File: config.mk
export PLATFORM = sky130hd
export DESIGN_NAME = phy_tx_multilane
export DESIGN_NICKNAME = d
export VERILOG_FILES = /design/src/rtl/phy_tx_pkg.sv /design/src/rtl/phy_tx_lane_ser.sv /design/src/rtl/phy_tx_multilane.sv
export SDC_FILE = /design/constraint.sdc
export NUM_CORES = 1
export LEC_CHECK = 0
export CORE_MARGIN = 3
export CORE_UTILIZATION = 32
export CTS_BUF_LIST = sky130_fd_sc_hd__clkbuf_4
export DETAILED_ROUTE_END_ITERATION = 12
export GPL_TIMING_DRIVEN = 0
export SYNTH_ARGS = -nofsm -noshare
export SYNTH_HDL_FRONTEND = slang
export SYNTH_HIERARCHICAL = 1
export SYNTH_SLANG_ARGS = --single-unit
File: constraint.sdc
create_clock -name clk_8f -period 2.6 [get_ports clk_8f]
set_input_delay 0.26 -clock clk_8f [delete_from_list [all_inputs] [get_ports clk_8f]]
set_output_delay 0.26 -clock clk_8f [all_outputs]
set_load 0.01 [all_outputs]
File: src/rtl/phy_tx_pkg.sv
// phy_tx_pkg: shared constants and helpers for the multilane PHY
// transmit path (default idle symbol, width and index math).
package phy_tx_pkg;

  localparam logic [7:0] IDLE_SYM_DEF = 8'hBC;

  function automatic int clog2(input int n);
    int r;
    r = 0;
    while ((1 << r) < n) r++;
    return (r < 1) ? 1 : r;
  endfunction

  function automatic int ring_idx(
    input int base,
    input int k,
    input int n
  );
    return (base + k) % n;
  endfunction

  function automatic int slice_lsb(
    input int idx,
    input int width
  );
    return idx * width;
  endfunction

endpackage

File: src/rtl/phy_tx_lane_ser.sv
// phy_tx_lane_ser: one lane's MSB-first serialiser; loads a word or
// idle symbol on the load strobe and shifts one bit per enabled cycle.
module phy_tx_lane_ser
  import phy_tx_pkg::*;
#(
  parameter int WIDTH = 8
) (
  input  logic             clk_8f,
  input  logic             reset,
  input  logic             enable,
  input  logic             load,
  input  logic [WIDTH-1:0] word,
  input  logic             is_data,
  output logic             ser_out,
  output logic             lane_vld
);

  logic [WIDTH-1:0] sh;

  // The MSB goes straight to ser_out; sh keeps the remaining bits.
  always_ff @(posedge clk_8f) begin
    if (!reset) begin
      sh       <= '0;
      ser_out  <= 1'b0;
      lane_vld <= 1'b0;
    end else if (enable) begin
      if (load) begin
        ser_out  <= word[WIDTH-1];
        sh       <= word << 1;
        lane_vld <= is_data;
      end else begin
        ser_out <= sh[WIDTH-1];
        sh      <= sh << 1;
      end
    end
  end

endmodule

File: src/rtl/phy_tx_multilane.sv
// phy_tx_multilane: round-robin arbiter, word FIFO and lane striping.
// Define PHY_TX_IDLE_COMMA_EN to send IDLE_SYM on idle lanes.
module phy_tx_multilane
  import phy_tx_pkg::*;
#(
  parameter int WIDTH     = 8,
  parameter int NUM_IN    = 2,
  parameter int NUM_LANES = 2,
  parameter int DEPTH     = 8,
  parameter logic [WIDTH-1:0] IDLE_SYM = WIDTH'(IDLE_SYM_DEF)
) (
  input  logic                    clk_8f,
  input  logic                    reset,
  input  logic                    enable,
  input  logic [NUM_IN-1:0]       valid_in,
  input  logic [NUM_IN*WIDTH-1:0] data_in,
  output logic [NUM_IN-1:0]       ready_out,
  output logic [NUM_LANES-1:0]    ser_out,
  output logic [NUM_LANES-1:0]    lane_vld,
  output logic                    sym_strb
);

  localparam int PW = clog2(NUM_IN);
  localparam int AW = clog2(DEPTH);
  localparam int CW = clog2(DEPTH + 1);
  localparam int BW = clog2(WIDTH);

`ifdef PHY_TX_IDLE_COMMA_EN
  localparam logic [WIDTH-1:0] IDLE_WORD = IDLE_SYM;
`else
  localparam logic [WIDTH-1:0] IDLE_WORD = IDLE_SYM & '0;
`endif

  logic [BW-1:0]    bit_cnt;
  logic             load;
  logic [PW-1:0]    rr_ptr;
  logic [PW-1:0]    gnt;
  logic [AW-1:0]    wr_ptr;
  logic [AW-1:0]    rd_ptr;
  logic [CW-1:0]    count;
  logic [CW-1:0]    n_pop;
  logic             can_wr;
  logic             wr;
  logic [WIDTH-1:0] wr_word;
  logic [WIDTH-1:0] ch_word [NUM_IN];
  logic [WIDTH-1:0] mem [DEPTH];

  for (genvar i = 0; i < NUM_IN; i++) begin : g_ch
    assign ch_word[i] = data_in[slice_lsb(i, WIDTH) +: WIDTH];
  end

  assign load = enable & (bit_cnt == BW'(WIDTH - 1));
  assign can_wr = reset & enable & (count < CW'(DEPTH));
  assign wr = |ready_out;

  // First valid channel at or after rr_ptr wins.
  always_comb begin
    logic [PW-1:0] c;
    logic          found;
    c         = '0;
    found     = 1'b0;
    ready_out = '0;
    gnt       = '0;
    wr_word   = '0;
    for (int j = 0; j < NUM_IN; j++) begin
      c = PW'(ring_idx(int'(rr_ptr), j, NUM_IN));
      if (can_wr && !found && valid_in[c]) begin
        found        = 1'b1;
        ready_out[c] = 1'b1;
        gnt          = c;
        wr_word      = ch_word[c];
      end
    end
  end

  always_comb begin
    n_pop = '0;
    if (load) begin
      n_pop = (count < CW'(NUM_LANES)) ? count : CW'(NUM_LANES);
    end
  end

  always_ff @(posedge clk_8f) begin
    if (!reset) begin
      bit_cnt  <= '0;
      rr_ptr   <= '0;
      wr_ptr   <= '0;
      rd_ptr   <= '0;
      count    <= '0;
      sym_strb <= 1'b0;
    end else if (enable) begin
      bit_cnt  <= load ? '0 : bit_cnt + 1'b1;
      sym_strb <= load;
      if (wr) begin
        wr_ptr <= wr_ptr + 1'b1;
        rr_ptr <= (gnt == PW'(NUM_IN - 1)) ? '0 : gnt + 1'b1;
      end
      rd_ptr <= rd_ptr + AW'(n_pop);
      count  <= count + CW'(wr) - n_pop;
    end
  end

  always_ff @(posedge clk_8f) begin
    if (wr) mem[wr_ptr] <= wr_word;
  end

  // Lane k takes the k-th oldest word, or idle when fewer are queued.
  for (genvar k = 0; k < NUM_LANES; k++) begin : g_lane
    logic [AW-1:0]    idx;
    logic             is_data;
    logic [WIDTH-1:0] word;

    assign idx     = rd_ptr + AW'(k);
    assign is_data = count > CW'(k);
    assign word    = is_data ? mem[idx] : IDLE_WORD;

    phy_tx_lane_ser #(
      .WIDTH(WIDTH)
    ) u_ser (
      .clk_8f  (clk_8f),
      .reset   (reset),
      .enable  (enable),
      .load    (load),
      .word    (word),
      .is_data (is_data),
      .ser_out (ser_out[k]),
      .lane_vld(lane_vld[k])
    );
  end

endmodule
* Word level (Yosys, flattened, before mapping)
Memory sizes are Yosys's and may differ from the RTL's. A register that Yosys moved wholly into a read port is not among the register bits.
Index checks and enable logic that the tools add are counted.
** Word-level totals
- Register bits :: 35
- Bits in latches :: 0
- Memory bits (writable) :: 64
- Bits in read-only memories :: 0
- Input bits :: 21
- Output and inout port bits :: 7
- Word-level logic and storage cells :: 82
- Memories kept :: 1
** Memories
- mem :: words 8, width 8, rd ports 2, clocked after memory_dff 1, wr ports 1, RTL line phy_tx_multilane.sv:46 : logic [WIDTH-1:0] mem [DEPTH];
** Operators by class
- Add/sub/neg operators :: 8
- $mul :: 0
- Div/mod/pow operators :: 0
- Magnitude comparators :: 10
- Equality and inequality tests :: 1
- Shift-type cells :: 0
- Mux-type cells :: 35
- Bitwise logic cells :: 6
- Reduce and logical (&&, ||, !) cells :: 9
** Operator list (count)
- 8-bit 2-to-1 mux :: 12
- 1-bit 2-to-1 mux :: 14
- 3-bit by 1-bit adder with 3-bit output, second input constant :: 3
- 3-bit 2-to-1 mux :: 3
- 4-bit by 1-bit greater-than comparator with 1-bit output, second input constant :: 2
- 4-bit 2-to-1 mux :: 2
- 1-bit logical AND :: 5
- 4-bit by 1-bit adder with 4-bit output :: 1
- 2-bit greater-or-equal comparator, second input constant :: 2
- 1-bit by 2-bit < comparator with 1-bit output, second input constant :: 2
- 4-bit by 2-bit < comparator with 1-bit output, second input constant :: 1
- 4-bit < comparator, second input constant :: 1
- 2-bit 2-to-1 mux :: 2
- 1-bit NOT with 2-bit output :: 2
- 2-bit AND reduction :: 2
- 4-bit subtractor :: 1
- 3-bit adder :: 1
- 1-bit bitwise AND :: 3
- 3-bit equality test, second input constant :: 1
- 1-bit adder, second input constant :: 2
- 1-bit demux with 1-bit select :: 2
- 1-bit greater-or-equal comparator, second input constant :: 2
- 2-bit OR :: 1
- 2-bit OR reduction :: 1
- 1-bit logical NOT :: 1

* Logic depth before layout (Yosys ltp)
Gate-level depths: netlist (run 1).
- Depth in word-level cells :: 11
- Depth in mapped cells :: 13
- Mapped depth without buffers :: 13

* Hierarchy
Netlist (run 1), hierarchy kept.
** Modules (own cells, without submodules)
- phy_tx_multilane :: instances 1, cells an instance 258, area an instance 4090.2 um2, seq. area each 2282.2 um2
- phy_tx_lane_ser :: instances 2, cells an instance 39, area an instance 390.4 um2, seq. area each 180.2 um2

* Worst setup path after synthesis (run 1)
No wires, ideal clock.
- Kind :: register -> register
- Start point :: register bit_cnt[0]
- End point :: register count[2]
- Library setup time :: 0.128 ns
- Data arrival time :: 2.218 ns
- Required time :: 2.472 ns
- Path slack :: 0.254 ns
- Cell stages (with the launch flop) :: 14
- Path buffers :: 0
- Period minus slack after synthesis :: 2.346 ns
- Cells stage by stage :: dfxtp_1 > ha_1 > ha_1 > nand2_1 > inv_1 > and3_1 > ha_1 > inv_1 > ha_1 > inv_1 > fa_1 > xnor2_1 > mux2i_1 > nor2_1
** Between the ends
- Longest elaborated chain between the ends :: 4
** RTL lines
- start: declaration :: RTL line phy_tx_multilane.sv:34 : logic [BW-1:0] bit_cnt;
- start signal: assignment :: RTL line phy_tx_multilane.sv:92 : bit_cnt <= load ? '0 : bit_cnt + 1'b1;
- 3-bit equality test :: RTL line phy_tx_multilane.sv:52 : assign load = enable & (bit_cnt == BW'(WIDTH - 1));
- 1-bit bitwise AND :: RTL line phy_tx_multilane.sv:52
- net load :: RTL line phy_tx_multilane.sv:35 : logic load;
- 4-bit 2-to-1 mux :: RTL line phy_tx_multilane.sv:78 : if (load) begin
- 4-bit subtractor :: RTL line phy_tx_multilane.sv:99 : count <= count + CW'(wr) - n_pop;
- end signal: assignment :: RTL line phy_tx_multilane.sv:99
- end: declaration :: RTL line phy_tx_multilane.sv:40 : logic [CW-1:0] count;
The timed path passes the listed nets, and every way through them passes these cells.
A chain may end at the register's enable or synchronous reset.

* Worst setup path after layout (run 1)
- Start point :: register count[3]
- End point :: output port ready_out[0]
** Between the ends
- Longest elaborated chain between the ends :: 8
- Elaborated cells between the ends (all ways) :: 10
- Those cells by class :: 1 x order compare; 3 x mux; 2 x bitwise; 4 x reduce/logical
** RTL lines
- 4-bit < comparator * :: RTL line phy_tx_multilane.sv:53 : assign can_wr = reset & enable & (count < CW'(DEPTH));
- 1-bit bitwise AND * :: RTL line phy_tx_multilane.sv:53
- 1-bit logical AND :: RTL line phy_tx_multilane.sv:67 : if (can_wr && !found && valid_in[c]) begin
- 1-bit 2-to-1 mux :: RTL line phy_tx_multilane.sv:67
- 1-bit logical NOT :: RTL line phy_tx_multilane.sv:67
- 1-bit logical AND (2 in a row) :: RTL line phy_tx_multilane.sv:67
- 2-bit 2-to-1 mux * :: RTL line phy_tx_multilane.sv:67
- end: declaration :: RTL line phy_tx_multilane.sv:17 : output logic [NUM_IN-1:0] ready_out,
Mark *: on every way between the ends. The rest lies on a longest branch, timed or not.

==> reports/qor.txt, run 1 <==
Tmin final - 2460 ps
Hold Violations, Final - 0
sequential area share after synthesis - 54.3%
EDFF count, synth - 64
Die H - 129 um
Synth Flop Type - edfxtp_1
YS warnings - 6
Max FO, Critical Path - 9
Final Non-Filler Cells - 566
largest family of logic cells by synthesized area - multiplexers
drt first pass iters - 4
Peak VDD IR - 0.228 mV
gr usage total - 13.3%
Vias/cell - 5.34
Post-route DRC - 0
period utilisation layout - 94.5%
async set-or-reset flop fraction in the synthesized netlist - 0%
initial antenna violation count - 1
Site Rows - 44
worst slew margin relative to its limit - 36.4%
CP Launch Type - flip-flop
cells taking the most area after synthesis - edfxtp_1 (39%), dfxtp_1 (15%), mux4_1 (9.7%)
Reg clk slew, reported paths - 160 ps
synth unique cells - 41
RSZ-0062 raised after global routing - no
worst slack at placement - -752 ps
worst slew pin tran - 951 ps
flops & latches, synth - 100
Final GP Congestion - 0.774
CP endpoint kind - output port
Post-Synth Simple-Gate Area - 6.91%
Placed Instances - 549
I/O pin total - 28
Antenna Nets Post-Route - 0
via count - 3021
worst path cell trace - and3b_1 > and3_1 > buf_2 > clkdlybuf4s50_1
CP Class - flip-flop to output port
CP arrival - 2200 ps
first-pass GRT wire length - 16500 um
share of cells above drive strength 1 - 16.3%
Synth Area in Compound Gates - 9.84%
Iter 0 DRT Violations - 220
Die Footprint - 16700 um2
clk_skew - 23.0 ps
Setup violations, final - 0
Routed WL - 10700 um
post-synthesis mux area share - 20.5%
routed length per instance - 18.8 um
Max Slew Vio Count - 0
most area-hungry cell type in the Yosys netlist - edfxtp_1
core box area - 14700 um2
status - finished clean
post-synth top area share - 39.5%
Worst EP required - 2340 ps
maxcap violations - 0
root buffer cell - clkbuf_4
xor/xnor share of the synthesized area - 0.360%
P per Cell Area - 524 nW/um2
clock sinks - 100
largest net degree at the start of global routing - 26
syn_nets - 370
Remaining Overflow, GRT - 0
Setup Buffers After CTS - 0
vias in the first global route - 2985
Tightest Hold Check Type - input port to flip-flop
Clock H-tree levels - 3
Max Fclk - 407 MHz
clock buffer depth - 2
Mapped Area - 4870 um2
Mapped Cells - 336
Die X-Extent - 129 um
leakage - 1.92 nW
CTS tree - done
Detail Placement HPWL - 7370 um
post-synthesis adder-cell area fraction - 3.65%
CP max stage cell - clkdlybuf4s50_1
Initial Util - 33.1%
Area Overhead vs Synth - 14.3%
post-layout util - 37.9%
worst skew pair latency - 470 ps
number of CTS-inserted buffers - 9
worst hold stages - 4
Worst Slack Setup Final - 144 ps
slowest stage delay, CP - 600 ps
PortBufs - 27
# hold bufs at CTS - 0
# nets final - 410
Post-Syn Area per Cell - 14.5 um2
FF-to-FF path depth - 10
[layer usage]
layer  vias to the layer above  wire length (um)  track usage [%]
met3                        15               389             2.02
li1                       1414                 -                -
met2                        59              5140             22.2
met4                         0               187             5.06
met1                      1533              4950             17.7
met5                         -                 0                0
[cells by family after synthesis]
kind of cell / count (synthesis)
AO/OA/AOI/OAI: 73
adder cells (fa/ha/maj): 13
AND/OR/NAND/NOR: 62
multiplexers: 53
flip-flops: 100
XOR/XNOR: 2
buffers and inverters: 33
[final timing paths]
kind / start / to / slack, ps
worst max-delay path: count[3]$_SDFFE_PN0P_ / ready_out[0] / 140
worst min-delay path: enable / g_lane[0].u_ser/sh[1]$_SDFFE_PN0P_ / 370
worst max register to register: count[3]$_SDFFE_PN0P_ / count[3]$_SDFFE_PN0P_ / 160
worst min register to register: sym_strb$_SDFFE_PN0P_ / sym_strb$_SDFFE_PN0P_ / 490
[worst max-delay path: cells and delay by family, from the launching register on]
family | cells | cell delay, ps
buffers and inverters | 2 | 860
and+or+nand+nor | 2 | 510
DFF | 1 | 370
[report_power, final]
group          internal [mW]  leakage, nW  switching, mW  total [mW]
clock network          0.329       0.0796          0.520       0.849
registers               1.72        0.876         0.0220        1.74
logic                  0.158        0.962          0.172       0.329
[flip-flops by register name, summed over array words and instances, names as in the netlist, named ones only]
| signal | flops |
|---|---|
| bit_cnt | 3 |
| wr_ptr | 3 |
| rd_ptr | 3 |
| count | 4 |
| g_lane.u_ser/ser_out | 2 |
| g_lane.u_ser/sh | 14 |
| mem | 64 |
| g_lane.u_ser/lane_vld | 2 |
| sym_strb | 1 |
[synth_stat cells (2+ instances only)]
library cell / instances
nand2b_1: 10
a22o_1: 24
dfxtp_1: 36
buf_6: 6
a21oi_1: 20
xnor2_1: 2
nand3_1: 5
edfxtp_1: 64
nor2_1: 14
nor2b_1: 2
a21boi_0: 4
buf_12: 2
o21ai_1: 4
buf_4: 2
ha_1: 11
mux4_1: 18
and3_1: 6
nand3b_1: 4
o21a_1: 2
fa_1: 2
mux4_2: 14
o21ai_0: 15
a211oi_1: 2
clkbuf_1: 2
nand2_1: 8
buf_2: 7
or3_1: 2
inv_1: 12
nor3_1: 4
mux2i_1: 21
[final cells by class]
| class | count | area, um2 |
|---|---|---|
| fill | 1375 | 9130 |
| sequential | 100 | 2640 |
| multi-input combinational | 203 | 2040 |
| timing repair buffer | 29 | 287 |
| tap | 184 | 230 |
| buffer | 21 | 178 |
| clock buffer | 12 | 90.1 |
| clock inverter | 4 | 51.3 |
| inverter | 12 | 45.0 |
| antenna | 1 | 2.50 |
[stage by stage]
stage | instance area, um2 | power, mW | hold slack [ps] | setup TNS (ps)
floorplan | 4870 | 1.98 | 378 | 0
global placement | 5370 | 2.09 | 459 | -54780
detailed placement | 5410 | 2.10 | 476 | -40430
CTS | 5550 | 2.94 | 426 | 0
global route | 5570 | 3.03 | 400 | 0
finish | 5570 | 2.92 | 369 | 0
[what timing repair did]
item,4_1_cts,5_1_grt
gates cloned,0,0
endpoints found under the setup margin,36,7
pin swaps,0,0
resized for setup,4,9
[cells in the final DEF, fill, tap and decap left out, types with 3 or more instances in the layout]
cell | synthesis | routed
a21boi_0 | 4 | 4
a21oi_1 | 20 | 20
a22o_1 | 24 | 24
and3_1 | 6 | 6
buf_2 | 7 | 8
buf_4 | 2 | 3
buf_6 | 6 | 6
clkbuf_4 | 0 | 13
clkdlybuf4s50_1 | 0 | 25
dfxtp_1 | 36 | 35
edfxtp_1 | 64 | 64
ha_1 | 11 | 10
inv_1 | 12 | 11
mux2i_1 | 21 | 21
mux4_1 | 18 | 18
mux4_2 | 14 | 14
nand2_1 | 8 | 7
nand2b_1 | 10 | 10
nand3_1 | 5 | 5
nand3b_1 | 4 | 4
nor2_1 | 14 | 14
nor3_2 | 0 | 3
o21ai_0 | 15 | 15
o21ai_1 | 4 | 4
No activity file was read; power rests on OpenSTA's default activity.
==> inputs of run 2 (changes only) <==
Settings changed: CORE_UTILIZATION 32 to 60, PLACE_DENSITY set to 0.8.
==> run 2 against run 1 <==
Routed wire length shrank 9.9%. Design area decreased by 2.6%. Die area decreased by 45%. Power fell by 4.5%. Sequential cell count stayed put.
==> reports/qor.txt, run 2 (synthesized netlist as in run 1, its figures left out) <==
Max FO, Critical Path - 5 (-4)
commonest non-fill, non-tap cell in the layout - edfxtp_1
via count - 2977 (-1.5%)
Iter 0 DRT Violations - 224 (+1.8%)
Area Overhead vs Synth - 11.4%
worst hold stages - 2 (-2)
Min-Delay Startpoint - reset
status - finished clean
Worst EP required - 2940 ps (+600 ps)
Hold Crit Endpoint - g_lane[0].u_ser/lane_vld$_SDFFE_PN0P_
CP Class - flip-flop to flip-flop
Tightest Hold Check Type - input port to flip-flop
# nets final - 409 (-0.24%)
R2R Path End - count[2]$_SDFFE_PN0P_
Int Pwr - 2.09 mW (-5.2%)
Reg clk slew, reported paths - 150 ps (about the same)
CP Launch Type - flip-flop
Final GP Congestion - 0.764 (-1.3%)
FF-to-FF path depth - 13 (+3)
Clock H-tree levels - 3 (unchanged)
Post-route DRC - 0 (unchanged)
number of CTS-inserted buffers - 9 (unchanged)
leakage - 1.88 nW (-2.0%)
first-pass GRT wire length - 15700 um (-4.8%)
Psw - 0.699 mW (-2.1%)
Site Rows - 32 (-27%)
I/O pin total - 28 (unchanged)
worst slew margin relative to its limit - 10.2% (-26 points)
routed length per instance - 19.9 um (+5.8%)
worst skew pair latency - 450 ps (-20 ps)
Max Fclk - 412 MHz (+1.2%)
core box area - 7810 um2 (-47%)
drt first pass iters - 5 (+1)
gr usage total - 23.2% (+9.8 points)
worst slack at placement - -783 ps (-30.4 ps)
CP endpoint kind - flip-flop
clk_skew - 13.5 ps (-9.52 ps)
Top reg by flops - mem
period utilisation layout - 93.4% (-1.1 points)
Detail Placement HPWL - 7100 um (-3.7%)
Remaining Overflow, GRT - 0 (unchanged)
largest net degree at the start of global routing - 26 (unchanged)
Max Slew Vio Count - 0 (unchanged)
post-layout util - 69.5% (+32 points)
Initial Util - 62.4% (+29 points)
P per Cell Area - 514 nW/um2 (-1.9%)
Hold WS - 356 ps (-13.1 ps)
Comb pwr share - 11.3% (about the same)
CP Launch Point - bit_cnt[0]$_SDFFE_PN0P_
Setup violations, final - 0 (unchanged)
Placed Instances - 466 (-15%)
Die X-Extent - 96.1 um (-26%)
Clk pwr share - 26.2% (-2.9 points)
vias in the first global route - 3144 (+5.3%)
Tmin final - 2430 ps (-29.0 ps)
Hold Violations, Final - 0 (unchanged)
most frequent cells in the layout - edfxtp_1 (64), dfxtp_1 (34), clkdlybuf4s50_1 (26), a22o_1 (24), mux2i_1 (21)
Largest regs - mem (64), g_lane.u_ser/sh (14), count (4)
PortBufs - 27 (unchanged)
initial antenna violation count - 0 (-1)
Die H - 96.1 um (-26%)
maxcap violations - 0 (unchanged)
share of cells above drive strength 1 - 15.5% (-0.75 points)
reg-to-reg startpoint - bit_cnt[0]$_SDFFE_PN0P_
Vias/cell - 6.18 (+16%)
RSZ-0062 raised after global routing - no
flip-flop count of the largest register, all copies and words added - 64 (unchanged)
clock buffer depth - 2 (unchanged)
Die Footprint - 9240 um2 (-45%)
Worst Slack Setup Final - 173 ps (+29.0 ps)
Antenna Nets Post-Route - 0 (unchanged)
worst reg2reg setup slack - 170 ps (about the same)
clock sinks - 100 (unchanged)
root buffer cell - clkbuf_4
Routed WL - 9610 um (-9.9%)
CTS tree - done
Sw Share - 25.1% (+0.62 points)
Antenna Cells - 0 (-1)
worst slew pin tran - 1340 ps (+385 ps)
Setup TNS Final - 0 ps (unchanged)
Peak VDD IR - 0.345 mV (+51%)
Final Non-Filler Cells - 482 (-15%)
CP arrival - 2770 ps (+570 ps)
Seq pwr share - 62.5% (+2.9 points)
## run 2: metal layers
layer,GRT usage (%),vias to the layer above,routed length (um)
met5,0,-,0
li1,-,1404,-
met4,7.46,0,121
met1,30.5,1481,4150
met3,6.02,9,540
met2,37.7,83,4800
## run 2: how the worst max path moves through the flow
stage | end | slack [ps] | cells after the start
after global routing | count[2]$_SDFFE_PN0P_ | 10 | 13
after detailed placement | mem[2][5]$_DFFE_PP_ | -780 | 4
after CTS | count[2]$_SDFFE_PN0P_ | 30 | 13
after global placement | mem[0][5]$_DFFE_PP_ | -1040 | 4
after floorplan | count[2]$_SDFFE_PN0P_ | 250 | 13
final | count[2]$_SDFFE_PN0P_ | 170 | 13
## run 2: power groups by stage
stage | registers [mW] | logic (mW) | clock network, mW
after floorplan | 1.77 | 0.209 | 0
after global placement | 1.77 | 0.302 | 0
after detailed placement | 1.78 | 0.314 | 0
after CTS | 1.74 | 0.315 | 0.745
after global routing | 1.75 | 0.349 | 0.805
final | 1.74 | 0.315 | 0.731
## run 2: cell type report
| cell class | count | area [um2] |
|---|---|---|
| Fill cell | 540 | 2380 |
| Inverter | 12 | 45.0 |
| Buffer | 21 | 175 |
| Timing Repair Buffer | 28 | 273 |
| Multi-Input combinational cell | 203 | 2040 |
| Clock buffer | 10 | 75.1 |
| Clock inverter | 6 | 45.0 |
| Sequential cell | 100 | 2650 |
| Tap cell | 102 | 128 |
## run 2: what timing repair did
item	in CTS	in global routing
setup endpoints to repair	37	31
resized for setup	4	8
setup buffers	0	0
hold buffers	0	0
endpoints found under the hold margin	0	0
## run 2: metrics by stage
stage	cell area, um2	power [mW]
detailed placement	5280	2.09
CTS	5410	2.80
global placement	5270	2.08
finish	5420	2.79
floorplan	4870	1.98
global route	5420	2.90
## run 2: critical path, cell delays in order, from the launching register on
cell	delay (ps)
dfxtp_2	360
ha_2	200
ha_4	180
nand2_2	80
inv_2	60
and3_1	190
ha_1	290
inv_1	60
ha_1	140
inv_1	50
fa_1	380
xnor2_1	150
mux2i_1	130
nor2_1	50
